<file path="config.mk">
export PLATFORM = sky130hd
export DESIGN_NAME = fetch_stage_flat
export DESIGN_NICKNAME = d
export VERILOG_FILES = /design/src/rtl/core_pkg.sv /design/src/rtl/fetch_stage_if.sv /design/src/rtl/if_id_reg.sv /design/src/rtl/fetch_stage.sv /design/src/flat_wrapper.sv
export SDC_FILE = /design/constraint.sdc
export NUM_CORES = 1
export LEC_CHECK = 0
export CORE_UTILIZATION = 52
export CTS_CLUSTER_DIAMETER = 80
export DETAILED_ROUTE_END_ITERATION = 7
export GPL_TIMING_DRIVEN = 1
export HOLD_SLACK_MARGIN = 0.1
export PLACE_DENSITY = 0.85
export SLEW_MARGIN = 20
export SYNTH_ARGS = -nofsm -noshare
export SYNTH_HDL_FRONTEND = slang
export SYNTH_SLANG_ARGS = --single-unit
</file>
<file path="constraint.sdc">
create_clock -name clk -period 12 [get_ports clk]
set_input_delay 3 -clock clk [delete_from_list [all_inputs] [get_ports clk]]
set_output_delay 3 -clock clk [all_outputs]
set_load 0.01 [all_outputs]
</file>
<file path="src/rtl/core_pkg.sv">
// core_pkg: definitions shared across the pipeline stages.
//   XLEN_DEFAULT  - default datapath / address width
//   NOP_INSTR     - bubble encoding (addi x0,x0,0)
//   fetch_state_t - fetch-stage FSM states
package core_pkg;

   localparam int unsigned XLEN_DEFAULT = 64;
   localparam logic [31:0] NOP_INSTR    = 32'h0000_0013;

   typedef enum logic [1:0] {
      FETCH   = 2'b00,
      HOLD    = 2'b01,
      DISCARD = 2'b10
   } fetch_state_t;

endpackage

</file>
<file path="src/rtl/fetch_stage_if.sv">
// fetch_stage_if: instruction-memory request/response bus.
//   req   - fetch request (master -> slave)
//   addr  - fetch address, stable while req & !ready (master -> slave)
//   ready - response strobe, rdata valid in the same cycle (slave -> master)
//   rdata - fetched instruction (slave -> master)
interface fetch_stage_if #(
   parameter int unsigned XLEN = 64
);
   logic            req;
   logic [XLEN-1:0] addr;
   logic            ready;
   logic [31:0]     rdata;

   modport master (output req, output addr, input ready, input rdata);
   modport slave  (input req, input addr, output ready, output rdata);
endinterface

</file>
<file path="src/rtl/if_id_reg.sv">
// if_id_reg: generic pipeline register carrying PC, instruction and valid.
//   clk, reset          - clock, async active-high reset
//   write_en            - load pc_in/instr_in/valid_in; 0 = hold
//   flush               - load a bubble; wins over write_en
//   pc_in, instr_in,
//   valid_in            - next contents
//   pc, instr, valid    - registered contents (bubble = {0, NOP_INSTR, 0})
module if_id_reg #(
   parameter int unsigned XLEN      = 64,
   parameter logic [31:0] NOP_INSTR = 32'h0000_0013
) (
   input  logic            clk,
   input  logic            reset,
   input  logic            write_en,
   input  logic            flush,
   input  logic [XLEN-1:0] pc_in,
   input  logic [31:0]     instr_in,
   input  logic            valid_in,
   output logic [XLEN-1:0] pc,
   output logic [31:0]     instr,
   output logic            valid
);

   always_ff @(posedge clk or posedge reset) begin
      if (reset) begin
         pc    <= '0;
         instr <= NOP_INSTR;
         valid <= 1'b0;
      end else if (flush) begin
         pc    <= '0;
         instr <= NOP_INSTR;
         valid <= 1'b0;
      end else if (write_en) begin
         pc    <= pc_in;
         instr <= instr_in;
         valid <= valid_in;
      end
   end

endmodule

</file>
<file path="src/rtl/fetch_stage.sv">
// fetch_stage: instruction-fetch stage. Owns the PC, the fetch FSM, the
// hold buffer for responses that arrive during a stall, and the IF/ID
// pipeline register.
//   clk, reset     - core clock, async active-high reset
//   pc_write       - hazard unit; 0 = hold PC
//   if_id_write    - hazard unit; 0 = hold IF/ID
//   branch_taken   - redirect from EX; also flushes IF/ID
//   branch_target  - redirect address
//   imem           - instruction-memory bus (master side)
//   if_id_pc       - PC of the instruction in IF/ID
//   if_id_instr    - instruction in IF/ID
//   if_id_valid    - 0 = bubble
module fetch_stage
   import core_pkg::*;
#(
   parameter int unsigned XLEN      = core_pkg::XLEN_DEFAULT,
   parameter logic [XLEN-1:0] RESET_PC = '0,
   parameter logic [31:0] NOP_INSTR = core_pkg::NOP_INSTR
) (
   input  logic                 clk,
   input  logic                 reset,
   input  logic                 pc_write,
   input  logic                 if_id_write,
   input  logic                 branch_taken,
   input  logic [XLEN-1:0]      branch_target,
   fetch_stage_if.master        imem,
   output logic [XLEN-1:0]      if_id_pc,
   output logic [31:0]          if_id_instr,
   output logic                 if_id_valid
);

   fetch_state_t    state, state_next;
   logic [XLEN-1:0] pc, pc_next;
   logic [XLEN-1:0] redirect_pc, redirect_next;
   logic [31:0]     hold_buf, hold_next;
   logic [31:0]     ifid_instr_in;
   logic            ifid_we, ifid_flush;
   logic            stall, accept;
   logic [XLEN-1:0] pc_plus4;

   // Either hazard enable low is treated as a full stall.
   assign stall    = ~(pc_write & if_id_write);
   assign pc_plus4 = pc + XLEN'(4);

   // Gated by reset so no request is seen while reset is held; goes high
   // in the first cycle after release.
   assign imem.req  = ~reset & ((state == FETCH) || (state == DISCARD));
   assign imem.addr = pc;
   assign accept    = imem.req & imem.ready;

   always_comb begin
      state_next    = state;
      pc_next       = pc;
      redirect_next = redirect_pc;
      hold_next     = hold_buf;
      ifid_we       = 1'b0;
      ifid_flush    = 1'b0;
      ifid_instr_in = imem.rdata;

      case (state)
         FETCH: begin
            if (accept) begin
               if (branch_taken) begin
                  pc_next    = branch_target;
                  ifid_flush = 1'b1;
               end else if (!stall) begin
                  ifid_we       = 1'b1;
                  ifid_instr_in = imem.rdata;
                  pc_next       = pc_plus4;
               end else begin
                  hold_next  = imem.rdata;
                  state_next = HOLD;
               end
            end else begin
               if (branch_taken) begin
                  // Request to the old pc is still in flight; remember the
                  // target and swallow the stale response in DISCARD.
                  redirect_next = branch_target;
                  ifid_flush    = 1'b1;
                  state_next    = DISCARD;
               end else if (!stall) begin
                  ifid_flush = 1'b1;
               end
            end
         end

         HOLD: begin
            if (branch_taken) begin
               hold_next  = '0;
               pc_next    = branch_target;
               ifid_flush = 1'b1;
               state_next = FETCH;
            end else if (!stall) begin
               ifid_we       = 1'b1;
               ifid_instr_in = hold_buf;
               pc_next       = pc_plus4;
               state_next    = FETCH;
            end
         end

         DISCARD: begin
            if (accept) begin
               pc_next    = branch_taken ? branch_target : redirect_pc;
               state_next = FETCH;
            end else if (branch_taken) begin
               redirect_next = branch_target;
            end
            ifid_flush = branch_taken | ~stall;
         end

         default: begin
            state_next = FETCH;
         end
      endcase
   end

   always_ff @(posedge clk or posedge reset) begin
      if (reset) begin
         state       <= FETCH;
         pc          <= RESET_PC;
         redirect_pc <= '0;
         hold_buf    <= '0;
      end else begin
         state       <= state_next;
         pc          <= pc_next;
         redirect_pc <= redirect_next;
         hold_buf    <= hold_next;
      end
   end

   if_id_reg #(
      .XLEN      (XLEN),
      .NOP_INSTR (NOP_INSTR)
   ) u_if_id_reg (
      .clk      (clk),
      .reset    (reset),
      .write_en (ifid_we),
      .flush    (ifid_flush),
      .pc_in    (pc),
      .instr_in (ifid_instr_in),
      .valid_in (1'b1),
      .pc       (if_id_pc),
      .instr    (if_id_instr),
      .valid    (if_id_valid)
   );

endmodule

</file>
<file path="src/flat_wrapper.sv">
// flat-port wrapper written by rule: the top's interface ports become plain ports
module fetch_stage_flat import core_pkg::*;
#(
   parameter int unsigned XLEN      = core_pkg::XLEN_DEFAULT,
   parameter logic [XLEN-1:0] RESET_PC = '0,
   parameter logic [31:0] NOP_INSTR = core_pkg::NOP_INSTR
)
  (clk, reset, pc_write, if_id_write, branch_taken, branch_target, if_id_pc, if_id_instr, if_id_valid, imem_req, imem_addr, imem_ready, imem_rdata);
  fetch_stage_if #(.XLEN(XLEN)) imem_i ();
  input  logic clk;
  input  logic reset;
  input  logic pc_write;
  input  logic if_id_write;
  input  logic branch_taken;
  input  logic [XLEN-1:0] branch_target;
  output logic [XLEN-1:0] if_id_pc;
  output logic [31:0] if_id_instr;
  output logic if_id_valid;
  output wire logic [$bits(imem_i.req)-1:0] imem_req;
  output wire logic [$bits(imem_i.addr)-1:0] imem_addr;
  input wire logic [$bits(imem_i.ready)-1:0] imem_ready;
  input wire logic [$bits(imem_i.rdata)-1:0] imem_rdata;
  assign imem_req = imem_i.req;
  assign imem_addr = imem_i.addr;
  assign imem_i.ready = imem_ready;
  assign imem_i.rdata = imem_rdata;
  fetch_stage #(.XLEN(XLEN), .RESET_PC(RESET_PC), .NOP_INSTR(NOP_INSTR)) u_core (.clk(clk), .reset(reset), .pc_write(pc_write), .if_id_write(if_id_write), .branch_taken(branch_taken), .branch_target(branch_target), .imem(imem_i), .if_id_pc(if_id_pc), .if_id_instr(if_id_instr), .if_id_valid(if_id_valid));
endmodule
</file>
---- Word-level counts from Yosys, hierarchy flattened ----
Index checks and enable logic that the tools add are counted.
word-level totals
  flip-flop bits (word level) ............. 259
  bits of input ports ..................... 102
  output and inout port bits .............. 162
  logic and storage cells ................. 69
cells by class
  $add $sub $neg .......................... 1
  eq/ne operators ......................... 10
  muxes and demuxes ....................... 35
  bitwise gates (word level) .............. 6
  reductions and logical operators ........ 10
operators with widths
  kind                                                                      number
  64-bit 2-to-1 mux                                                         7
  32-bit 2-to-1 mux                                                         8
  64-bit one-hot mux with 3 select lines                                    1
  64-bit by 3-bit adder with 64-bit output (second input constant)          1
  32-bit one-hot mux with 2 select lines                                    1
  2-bit 2-to-1 mux                                                          7
  1-bit 2-to-1 mux                                                          8
  3-bit by 2-bit inequality test with 1-bit output (second input constant)  2
  3-bit inequality test (second input constant)                             2
  2-bit one-hot mux with 3 select lines                                     1
  5-bit AND reduction                                                       1
  2-bit by 1-bit inequality test with 1-bit output (second input constant)  2
  2-bit inequality test (second input constant)                             2
  4-bit AND reduction                                                       1
  2-bit nonzero test                                                        2
  1-bit AND                                                                 3
  1-bit one-hot mux with 3 select lines                                     1
  3-bit AND reduction                                                       1
  3-bit nonzero test                                                        1
  2-bit by 1-bit == test with 1-bit output (second input constant)          1
  2-bit == test (second input constant)                                     1
  2-bit logical NOT                                                         1
  1-bit NOT                                                                 2
  1-bit one-hot mux with 2 select lines                                     1
  other kinds (4)                                                           4

---- Logic depth before layout (Yosys ltp) ----
Gate-level depths: netlist of the first run.
  depth in word-level cells ............... 8
  gate-level depth with buffers ........... 9
  depth with buffers taken out ............ 6

---- Modules after synthesis ----
Synthesis of the first run repeated with hierarchy kept, for this count alone.
unflattened totals
  cell total of the unflattened synthesis .. 1304
  area, all modules ....................... 13386.6 um^2
modules (own cells, without submodules)
  module       instances  cells each  area an instance (um^2)  sequential area each (um^2)
  fetch_stage  1          990         9442.8                   4053.9
  if_id_reg    1          314         3943.8                   2431.1

---- Worst setup path after synthesis of the first run ----
OpenSTA, ideal clock, no wires.
  path kind ............................... input port to flip-flop
  start point ............................. in reset
  end point ............................... reg u_core.u_if_id_reg.pc[0]
  library setup time ...................... 0.066 ns
  arrival time ............................ 10.015 ns
  required time ........................... 11.934 ns
  path slack .............................. 1.919 ns
  stages .................................. 7
  path buffers ............................ 2
  cells stage by stage .................... inv_1 -> nand2_1 -> nand2_1 -> and2_1 -> clkbuf_1 -> buf_1 -> a22o_1
on the way
  cells in the longest elaborated chain, start to end .. 6
  elaborated cells on any way between the ends .. 9
  those cells by class .................... mux (5); bitwise (3); reduce/logical (1)
RTL lines
  element                                                                                                line                RTL
  start, declared                                                                                        flat_wrapper.sv:11  input logic reset;
  1-bit NOT (*)                                                                                          fetch_stage.sv:47   assign imem.req = ~reset & ((state == FETCH) || (state == DISCARD));
  1-bit AND (*)                                                                                          fetch_stage.sv:47
  1-bit AND (*)                                                                                          fetch_stage.sv:49   assign accept = imem.req & imem.ready;
  1-bit 2-to-1 mux                                                                                       fetch_stage.sv:62   if (accept) begin
  1-bit one-hot mux with 3 select lines / 1-bit one-hot mux with 2 select lines (equally long branches)  fetch_stage.sv:60   case (state)
  64-bit 2-to-1 mux / 2-bit nonzero test (equally long branches)                                         -
  end signal, assigned                                                                                   if_id_reg.sv:34     pc <= pc_in;
  end, declared                                                                                          if_id_reg.sv:19     output logic [XLEN-1:0] pc,
Every way passes the cells marked *; elsewhere a longest branch is shown, timed or not.
A chain may end at the register's enable or synchronous reset.

---- Worst setup path after layout of the first run ----
  start point ............................. in reset
  end point ............................... out imem_req
on the way
  cells in the longest elaborated chain, start to end .. 2
RTL lines
  element        line                RTL
  1-bit NOT      fetch_stage.sv:47
  1-bit AND      fetch_stage.sv:47
  end, declared  flat_wrapper.sv:19  output wire logic [$bits(imem_i.req)-1:0] imem_req;
No other way between the ends.

==> results of run 1 <==
-- cells in the mapped netlist (all sizes together) (3+ instances only) --
cell type | number | area, sq um
nor2 | 57 | 214
o211ai | 22 | 165
a21oi | 55 | 275
buf | 50 | 249
o22ai | 6 | 37.5
o311ai | 3 | 33.8
a221oi | 9 | 78.8
a22o | 90 | 788
dfrtp | 256 | 6410
mux2 | 67 | 754
a31oi | 16 | 100
o21ai | 120 | 601
mux2i | 35 | 350
and3 | 30 | 188
clkbuf | 52 | 199
o31a | 3 | 26.3
a41oi | 8 | 70.1
dfstp | 3 | 78.8
o2bb2ai | 8 | 70.1
inv | 17 | 63.8
nand4 | 39 | 305
and4 | 3 | 26.3
nand3 | 34 | 175
nor3 | 24 | 146
nand2 | 163 | 612
or4 | 6 | 45.0
and2 | 15 | 93.8
a21o | 3 | 22.5
nor4 | 20 | 185
a211oi | 3 | 22.5
or3 | 8 | 50.1
a311o | 5 | 50.1
-- final timing paths --
| check | startpoint | end | slack [ps] | cells past startpoint |
|---|---|---|---|---|
| hold / removal | u_core.u_if_id_reg.instr[21]$_DFFE_PP0P_ | u_core.u_if_id_reg.instr[21]$_DFFE_PP0P_ | 480 | 2 |
| hold reg to reg | u_core.u_if_id_reg.instr[21]$_DFFE_PP0P_ | u_core.u_if_id_reg.instr[21]$_DFFE_PP0P_ | 480 | 2 |
| setup reg to reg | u_core.state[0]$_DFFE_PP0P_ | u_core.imem.addr[55]$_DFFE_PP0P_ | 9070 | 7 |
| min in group asynchronous | reset | u_core.u_if_id_reg.pc[49]$_DFFE_PP0P_ | 3120 | 2 |
| max in group asynchronous | reset | u_core.u_if_id_reg.instr[2]$_DFFE_PP0P_ | 7390 | 3 |
| setup / recovery | reset | imem_req | 4740 | 3 |
-- worst max-delay path, delay by kind of cell --
kind                   cells  cell delay, ps
and+or+nand+nor            1             150
buffers and inverters      2            1110
-- registers in the layout, indices dropped and copies added, names as in the netlist --
name                      flops
u_core.imem.addr             64
u_core.redirect_pc           64
u_core.u_if_id_reg.pc        64
u_core.hold_buf              32
u_core.u_if_id_reg.instr     32
u_core.state                  2
u_core.u_if_id_reg.valid      1
-- stage by stage --
step / instances / utilization (%)
3_5_place_dp: 1764 / 64.1
3_3_place_gp: 1764 / 64.1
6_report: 1816 / 68.2
4_1_cts: 1816 / 68.2
5_1_grt: 1816 / 68.2
2_1_floorplan: 1263 / -
-- cells by family after synthesis --
group / synth area share (%)
flops: 50.7
buf+inv: 4.00
compound gates: 19.7
simple gates: 16.8
mux: 8.64
fa+ha+maj: 0.0978
-- cell type report --
class	instances	area, sq um	area share (%)
Timing Repair Buffer	279	2750	16.6
Multi-Input combinational cell	885	5830	35.3
Inverter	17	71.3	0.431
Sequential cell	259	6480	39.2
Tap cell	324	405	2.45
Clock inverter	9	149	0.900
Clock buffer	43	848	5.13
-- per-layer routing --
metal  share of wire (%)  track usage [%]
met5                   0                0
met4                 3.5             10.9
met3                 8.5             4.83
met2                  46             47.5
met1                  42             45.0
-- cells in the final DEF (no fill, tap or decap), types with 3 or more instances in the layout --
master	instances
or4_1	6
mux2_2	67
nand4_1	32
bufinv_16	4
clkinv_2	4
o21ai_0	118
a221oi_1	9
a31oi_1	16
nand2_1	162
clkdlybuf4s50_1	262
buf_4	17
o22ai_1	6
nor2_1	54
a21oi_1	54
nor3_2	3
a22o_1	90
and2_1	14
dfstp_2	3
and3_1	30
nand4_2	5
nor4_4	4
inv_1	16
nor3_1	20
a211oi_1	3
o211ai_1	22
clkbuf_16	29
clkbuf_8	7
or3_1	8
and4_1	3
clkbuf_1	7
o31a_1	3
a21o_1	3
o2bb2ai_1	8
a41oi_1	8
mux2i_1	35
nor4_1	16
nand3_1	33
dfrtp_1	256
a311o_1	5
-- report_power, final --
group,total [mW],internal (mW),switching [mW]
clock,0.926,0.571,0.355
sequential,1.22,1.01,0.213
combinational,0.611,0.307,0.304
==> flow_summary_export.csv, run 1 <==
group,metric,value,unit
clocking,cts-root-buf,"clkbuf_16",
setup_path,path_common_cell,"clkdlybuf4s50_1",
placed_design,place_area,0.0155,sq mm
floorplanning,ioPinCount,264,
detailed_routing,wl_per_cell,21.9,um
placed_design,place.gp.congestion,0.905,
yosys,synth_seq_cells,259,
placed_design,port-buffer-count,263,
detailed_routing,drtPass1Iterations,5,
detailed_routing,wl,39800,um
clocking,tritoncts,"done",
finish,antenna_cells,0,
detailed_routing,ant_nets,0,
timing,setup_viol,0,
setup_path,path_max_fanout,4,
clocking,hold_buffers,0,
pwr,power.total,2.76,mW
flow_run,drv_cap,0,
grt,grt_pass1_wl,62400,um
yosys,avgSynthCellArea,10.1,sq um
status,status,"finished, final reports clean",
clocking,post_cts_buffers,0,
timing,fin_tns_setup,0,ps
detailed_routing,drt_iter0_drc,1509,
finish,stdcell_area,0.0165,sq mm
yosys,syn_inst,1263,
clocking,htreeDepth,1,
yosys,ys_seq_area_share,50.7,%
clocking,clock-sinks,259,
setup_path,critPathKind,"input pin to output port",
timing,period_share,60.5,%
pwr,p_leak,7.09,nW
floorplanning,rows,57,
timing,slew_headroom,29.3,%
floorplanning,die_w,159,um
grt,grt_max_degree,116,
setup_path,crit_slowest_cell,"clkdlybuf4s50_1",
detailed_routing,via_count,11700,
setup_path,endpoint_kind,"output port",
grt,track_usage,31.1,%
yosys,synth_edf_count,0,
yosys,ys_types,67,
floorplanning,die_h,159,um
grt,grt-ovfl-total,0,
floorplanning,dieArea,0.0252,sq mm
clocking,cts_resized,0,
clocking,clk_path_buf_depth,3,
yosys,synthesis.nets,1366,
timing,grt_setup_unrepaired,"no",
timing,skew,17.1,ps
timing,whs,481,ps
detailed_routing,viasPerCell,6.42,
setup_path,crit_path_max_incr_delay,560,ps
timing,tightest_slew,1060,ps
detailed_routing,post-route-drc-count,0,
setup_path,startpoint_type,"input pin",
clocking,cts_made_buffers,28,
clocking,clk_latency,550,ps
worst_hold_path,hp-class,"register to register",
pwr,ir_drop,117,uV
timing,fmax,0.138,GHz
timing,finalHoldViolCount,0,
yosys,synth_top_flop_cell,"dfrtp_1",
finish,drive_gt1_share,10.9,%
timing,final_max_slew_viol_count,0,
timing,finalWorstSetupSlack,4740,ps
setup_path,crit_chain,"clkdlybuf4s50_1 -> nor2_1 -> clkdlybuf4s50_1",
grt,grt_antenna_before_repair,0,
yosys,async_flop_share,100,%
setup_path,cp_data_required_time,9000,ps
setup_path,worstPathArrival,4260,ps
floorplanning,core_area,0.0242,sq mm
floorplanning,initial_core_util,52.8,%
pwr,power_density,167,mW/mm^2
timing,fin_crit,7260,ps
placed_design,pre_cts_ws,4740,ps
finish,fin_nets,1573,
finish,areaGrowthSynthToFinish,29.3,%
yosys,synth_area,0.0128,sq mm
clocking,cts.clk_slew.worst_paths,60,ps
yosys,synth_warnings,0,
grt,grt_pass1_vias,10900,
placed_design,dp_hpwl,26100,um
finish,fillers,1794,
(Power assumes the default switching activity.)
==> inputs of run 2 (changes only) <==
==> constraint.sdc (replaced) <==
create_clock -name clk -period 7 [get_ports clk]
set_input_delay 1.75 -clock clk [delete_from_list [all_inputs] [get_ports clk]]
set_output_delay 1.75 -clock clk [all_outputs]
set_load 0.01 [all_outputs]
==> flow_summary_export.csv, run 2 (synthesis results as in run 1) <==
group,metric,value,unit
status,status,"finished, final reports clean",
finish,areaGrowthSynthToFinish,29.3,%
finish,stdcell_area,0.0165,sq mm
pwr,power_density,286,mW/mm^2
timing,fin_crit,4690,ps
floorplanning,core_area,0.0242,sq mm
timing,setup_viol,0,
placed_design,place.gp.congestion,0.890,
detailed_routing,post-route-drc-count,0,
floorplanning,dieArea,0.0252,sq mm
clocking,clk_path_buf_depth,3,
pwr,power.total,4.73,mW
clocking,clk_latency,530,ps
placed_design,pre_cts_ws,2290,ps
timing,tightest_slew,1090,ps
grt,track_usage,31.0,%
setup_path,worstPathArrival,2940,ps
timing,whs,480,ps
detailed_routing,drtPass1Iterations,5,
timing,finalHoldViolCount,0,
finish,drive_gt1_share,11.0,%
clocking,post_cts_buffers,0,
placed_design,dp_hpwl,26100,um
worst_hold_path,hp-class,"register to register",
flow_run,drv_cap,0,
setup_path,crit_start,"reset",
setup_path,rr_worst_depth,6,
detailed_routing,wl_per_cell,22.0,um
detailed_routing,wl,39800,um
pwr,p_leak,7.08,nW
setup_path,endpoint_kind,"output port",
finish,fillers,1831,
clocking,hold_buffers,0,
grt,grt_pass1_wl,62500,um
clocking,clock-sinks,259,
detailed_routing,viasPerCell,6.44,
timing,period_share,67.0,%
setup_path,cp_data_required_time,5250,ps
floorplanning,die_w,159,um
grt,grt_pass1_vias,11100,
finish,layout_common_cells,"clkdlybuf4s50_1, dfrtp_1, nand2_1, o21ai_0, a22o_1",
grt,grt_max_degree,188,
placed_design,place_area,0.0156,sq mm
timing,fmax,0.213,GHz
placed_design,port-buffer-count,263,
finish,antenna_cells,0,
detailed_routing,via_count,11700,
clocking,cts_made_buffers,27,
clocking,cts_resized,0,
detailed_routing,ant_nets,0,
setup_path,r2r_start,"u_core.imem.addr[2]$_DFFE_PP0P_",
worst_hold_path,hp-start,"u_core.u_if_id_reg.instr[16]$_DFFE_PP0P_",
setup_path,path_max_fanout,4,
floorplanning,rows,57,
floorplanning,die_h,159,um
grt,grt-ovfl-total,0,
setup_path,startpoint_type,"input pin",
pwr,ir_drop,219,uV
finish,fin_nets,1570,
clocking,cts.clk_slew.worst_paths,60,ps
floorplanning,initial_core_util,52.8,%
detailed_routing,drt_iter0_drc,1428,
clocking,htreeDepth,1,
worst_hold_path,worstHoldPathCells,2,
clocking,cts-root-buf,"clkbuf_16",
setup_path,critPathKind,"input pin to output port",
timing,slew_headroom,27.6,%
timing,grt_setup_unrepaired,"no",
clocking,tritoncts,"done",
finish,post-route-util,68.2,%
timing,skew,15.7,ps
grt,grt_antenna_before_repair,0,
timing,final_max_slew_viol_count,0,
floorplanning,ioPinCount,264,
timing,finalWorstSetupSlack,2310,ps
finish,final_common_cell,"clkdlybuf4s50_1",
run 2: cell count changes in the layout (fill, tap and decap cells not counted):
cell | before | now
nand2_4 | 0 | 1
nand2_1 | 162 | 161
clkbuf_1 | 7 | 1
bufinv_16 | 4 | 5
inv_8 | 1 | 0
buf_4 | 17 | 13
clkinvlp_4 | 0 | 3
clkbuf_8 | 7 | 8
clkbuf_16 | 29 | 27
buf_12 | 0 | 2
run 2: metrics by stage:
stage | instances | TNS [ps]
global placement | 1762 | 0
global route | 1810 | 0
detailed placement | 1762 | 0
finish | 1810 | 0
CTS | 1810 | 0
floorplan | 1263 | -1570
run 2: layout make-up:
cell class,count,area [sq um],area share [%]
sequential,259,6480,39.2
multi-input combinational,885,5840,35.3
timing repair buffer,277,2760,16.7
clock buffer,36,790,4.77
tap,324,405,2.45
clock inverter,12,194,1.17
inverter,17,67.6,0.408
run 2: power breakdown:
group	internal, mW	leakage (nW)	total, mW	switching (mW)
Sequential	1.73	3.28	2.10	0.374
Combinational	0.527	3.31	1.05	0.522
Clock	0.972	0.482	1.58	0.607
Total	3.23	7.08	4.73	1.50
run 2: final timing paths:
kind                                                             to  slack, ps
setup / recovery                                           imem_req       2310
hold / removal             u_core.u_if_id_reg.instr[16]$_DFFE_PP0P_        480
setup reg to reg                   u_core.imem.addr[60]$_DFFE_PP0P_       4010
hold reg to reg            u_core.u_if_id_reg.instr[16]$_DFFE_PP0P_        480
max in group asynchronous  u_core.u_if_id_reg.instr[17]$_DFFE_PP0P_       3390
min in group asynchronous     u_core.u_if_id_reg.pc[46]$_DFFE_PP0P_       1930
run 2: per-layer routing:
metal / vias up / global-route usage, % / part of all wire, %
met1: 5769 / 45.0 / 42
met4: 0 / 10.6 / 3.0
met5: - / 0 / 0
li1: 5111 / - / -
met2: 696 / 47.2 / 46
met3: 87 / 4.83 / 8.8
run 2: critical path: stages:
cell             delay, ps
clkdlybuf4s50_1        520
nor2_1                 130
clkdlybuf4s50_1        540
==> inputs of run 3 (changes only) <==
==> constraint.sdc (replaced) <==
create_clock -name clk -period 4.6 [get_ports clk]
set_input_delay 1.15 -clock clk [delete_from_list [all_inputs] [get_ports clk]]
set_output_delay 1.15 -clock clk [all_outputs]
set_load 0.01 [all_outputs]
==> flow_summary_export.csv, run 3 (synthesis results as in run 1) <==
group,metric,value,unit
status,status,"finished, final reports clean",
finish,fin_nets,1577,
finish,final_common_cell,"clkdlybuf4s50_1",
pwr,power.switching,2.29,mW
finish,layout_common_cells,"clkdlybuf4s50_1, dfrtp_1, nand2_1, o21ai_0, a22o_1",
detailed_routing,viasPerCell,6.44,
setup_path,worstPathArrival,2360,ps
timing,tightest_slew,1030,ps
setup_path,path_max_fanout,4,
clocking,cts_resized,0,
timing,period_share,76.3,%
floorplanning,dieArea,0.0252,sq mm
grt,track_usage,30.9,%
setup_path,critPathKind,"input pin to output port",
timing,finalHoldViolCount,0,
grt,grt_pass1_wl,62400,um
setup_path,endpoint_kind,"output port",
floorplanning,initial_core_util,52.8,%
timing,fin_crit,3510,ps
detailed_routing,wl_per_cell,21.6,um
timing,fmax,0.285,GHz
pwr,p_leak,7.08,nW
clocking,post_cts_buffers,0,
setup_path,crit_chain,"clkdlybuf4s50_1 -> nor2_1 -> clkdlybuf4s50_1",
floorplanning,die_w,159,um
floorplanning,rows,57,
pwr,combPwrFrac,22.7,%
pwr,p_int,4.78,mW
timing,final_max_slew_viol_count,0,
setup_path,crit_slowest_cell,"clkdlybuf4s50_1",
finish,stdcell_area,0.0165,sq mm
detailed_routing,drt_iter0_drc,1309,
finish,areaGrowthSynthToFinish,29.3,%
detailed_routing,routed.top_layer,"met4",
finish,antenna_cells,0,
grt,grt_pass1_vias,11200,
setup_path,rr_worst_depth,5,
detailed_routing,via_count,11700,
detailed_routing,wl,39400,um
setup_path,path_common_cell,"clkdlybuf4s50_1",
detailed_routing,ant_nets,0,
floorplanning,die_h,159,um
timing,skew,12.9,ps
setup_path,startpoint_type,"input pin",
clocking,clk_path_buf_depth,3,
worst_hold_path,worstHoldPathCells,2,
clocking,cts-root-buf,"clkbuf_16",
clocking,tritoncts,"done",
pwr,power_density,427,mW/mm^2
pwr,pwr-share-clk,32.1,%
timing,setup_viol,0,
timing,slew_headroom,31.1,%
pwr,ir_drop,273,uV
detailed_routing,post-route-drc-count,0,
detailed_routing,routed-wl-met3,3580,um
finish,fillers,1772,
grt,grt_max_degree,193,
clocking,htreeDepth,1,
detailed_routing,dr_wl_met2,18100,um
finish,multi_input_area,0.00584,sq mm
setup_path,r2r_slack,1750,ps
finish,drive_gt1_share,11.3,%
clocking,clock-sinks,259,
grt,grt_antenna_before_repair,0,
flow_run,drv_cap,0,
placed_design,port-buffer-count,263,
pwr,seq_power_share,45.2,%
placed_design,place_area,0.0156,sq mm
clocking,hold_buffers,0,
placed_design,place.gp.congestion,0.923,
clocking,clk_latency,550,ps
worst_hold_path,hp-class,"register to register",
grt,grt-ovfl-total,0,
floorplanning,core_area,0.0242,sq mm
finish,regArea,0.00648,sq mm
placed_design,dp_hpwl,26200,um
timing,grt_setup_unrepaired,"no",
setup_path,crit_path_max_incr_delay,540,ps
detailed_routing,drtPass1Iterations,6,
setup_path,cp_data_required_time,3450,ps
clocking,cts_made_buffers,27,
pwr,power_switching_share,32.4,%
floorplanning,ioPinCount,264,
detailed_routing,m1WireLength,16500,um
finish,post-route-util,68.2,%
pwr,power.total,7.07,mW
clocking,cts.clk_slew.worst_paths,60,ps
==> run 3: routing by layer <==
| metal | GRT usage (%) | vias to the layer above |
|---|---|---|
| met1 | 43.9 | 5795 |
| met4 | 11.0 | 0 |
| li1 | - | 5126 |
| met3 | 5.09 | 93 |
| met2 | 48.0 | 704 |
| met5 | 0 | - |
==> run 3: path summary, 6_finish.rpt <==
path | endpoint | start
min in group asynchronous | u_core.state[0]$_DFFE_PP0P_ | reset
max | imem_req | reset
max reg2reg | u_core.imem.addr[55]$_DFFE_PP0P_ | u_core.state[0]$_DFFE_PP0P_
min | u_core.u_if_id_reg.pc[27]$_DFFE_PP0P_ | u_core.u_if_id_reg.pc[27]$_DFFE_PP0P_
max in group asynchronous | u_core.redirect_pc[21]$_DFFE_PP0P_ | reset
min reg2reg | u_core.u_if_id_reg.pc[27]$_DFFE_PP0P_ | u_core.u_if_id_reg.pc[27]$_DFFE_PP0P_
==> run 3: worst max-delay path, delay by kind of cell <==
family        cells  cell delay [ps]
buf+inv           2             1070
simple gates      1              130
==> run 3: final cells by class <==
cell class	count	area share, %
flip-flops and latches	259	39.2
repair buffers	284	17.1
well taps	324	2.45
multi-input cells	885	35.3
clock buffers	34	4.36
inverters	17	0.408
clock inverters	16	1.16
==> run 3: power groups by stage <==
stage,clock [mW],combinational [mW],sequential [mW]
3_3_place_gp,0,1.53,3.18
4_1_cts,2.29,1.60,3.17
6_report,2.27,1.61,3.19
5_1_grt,2.38,1.72,3.24
3_5_place_dp,0,1.58,3.20
2_1_floorplan,0,0.871,3.05
==> run 3: stage by stage <==
step                      TNS (ps)  setup slack (ps)  hold WS [ps]  cells
after floorplan            -267760             -1760           465   1263
after global placement           0              1010           461   1769
after detailed placement         0               952           469   1769
after CTS                        0              1080           482   1819
after global routing             0              1030           500   1819
final                            0              1090           477   1819
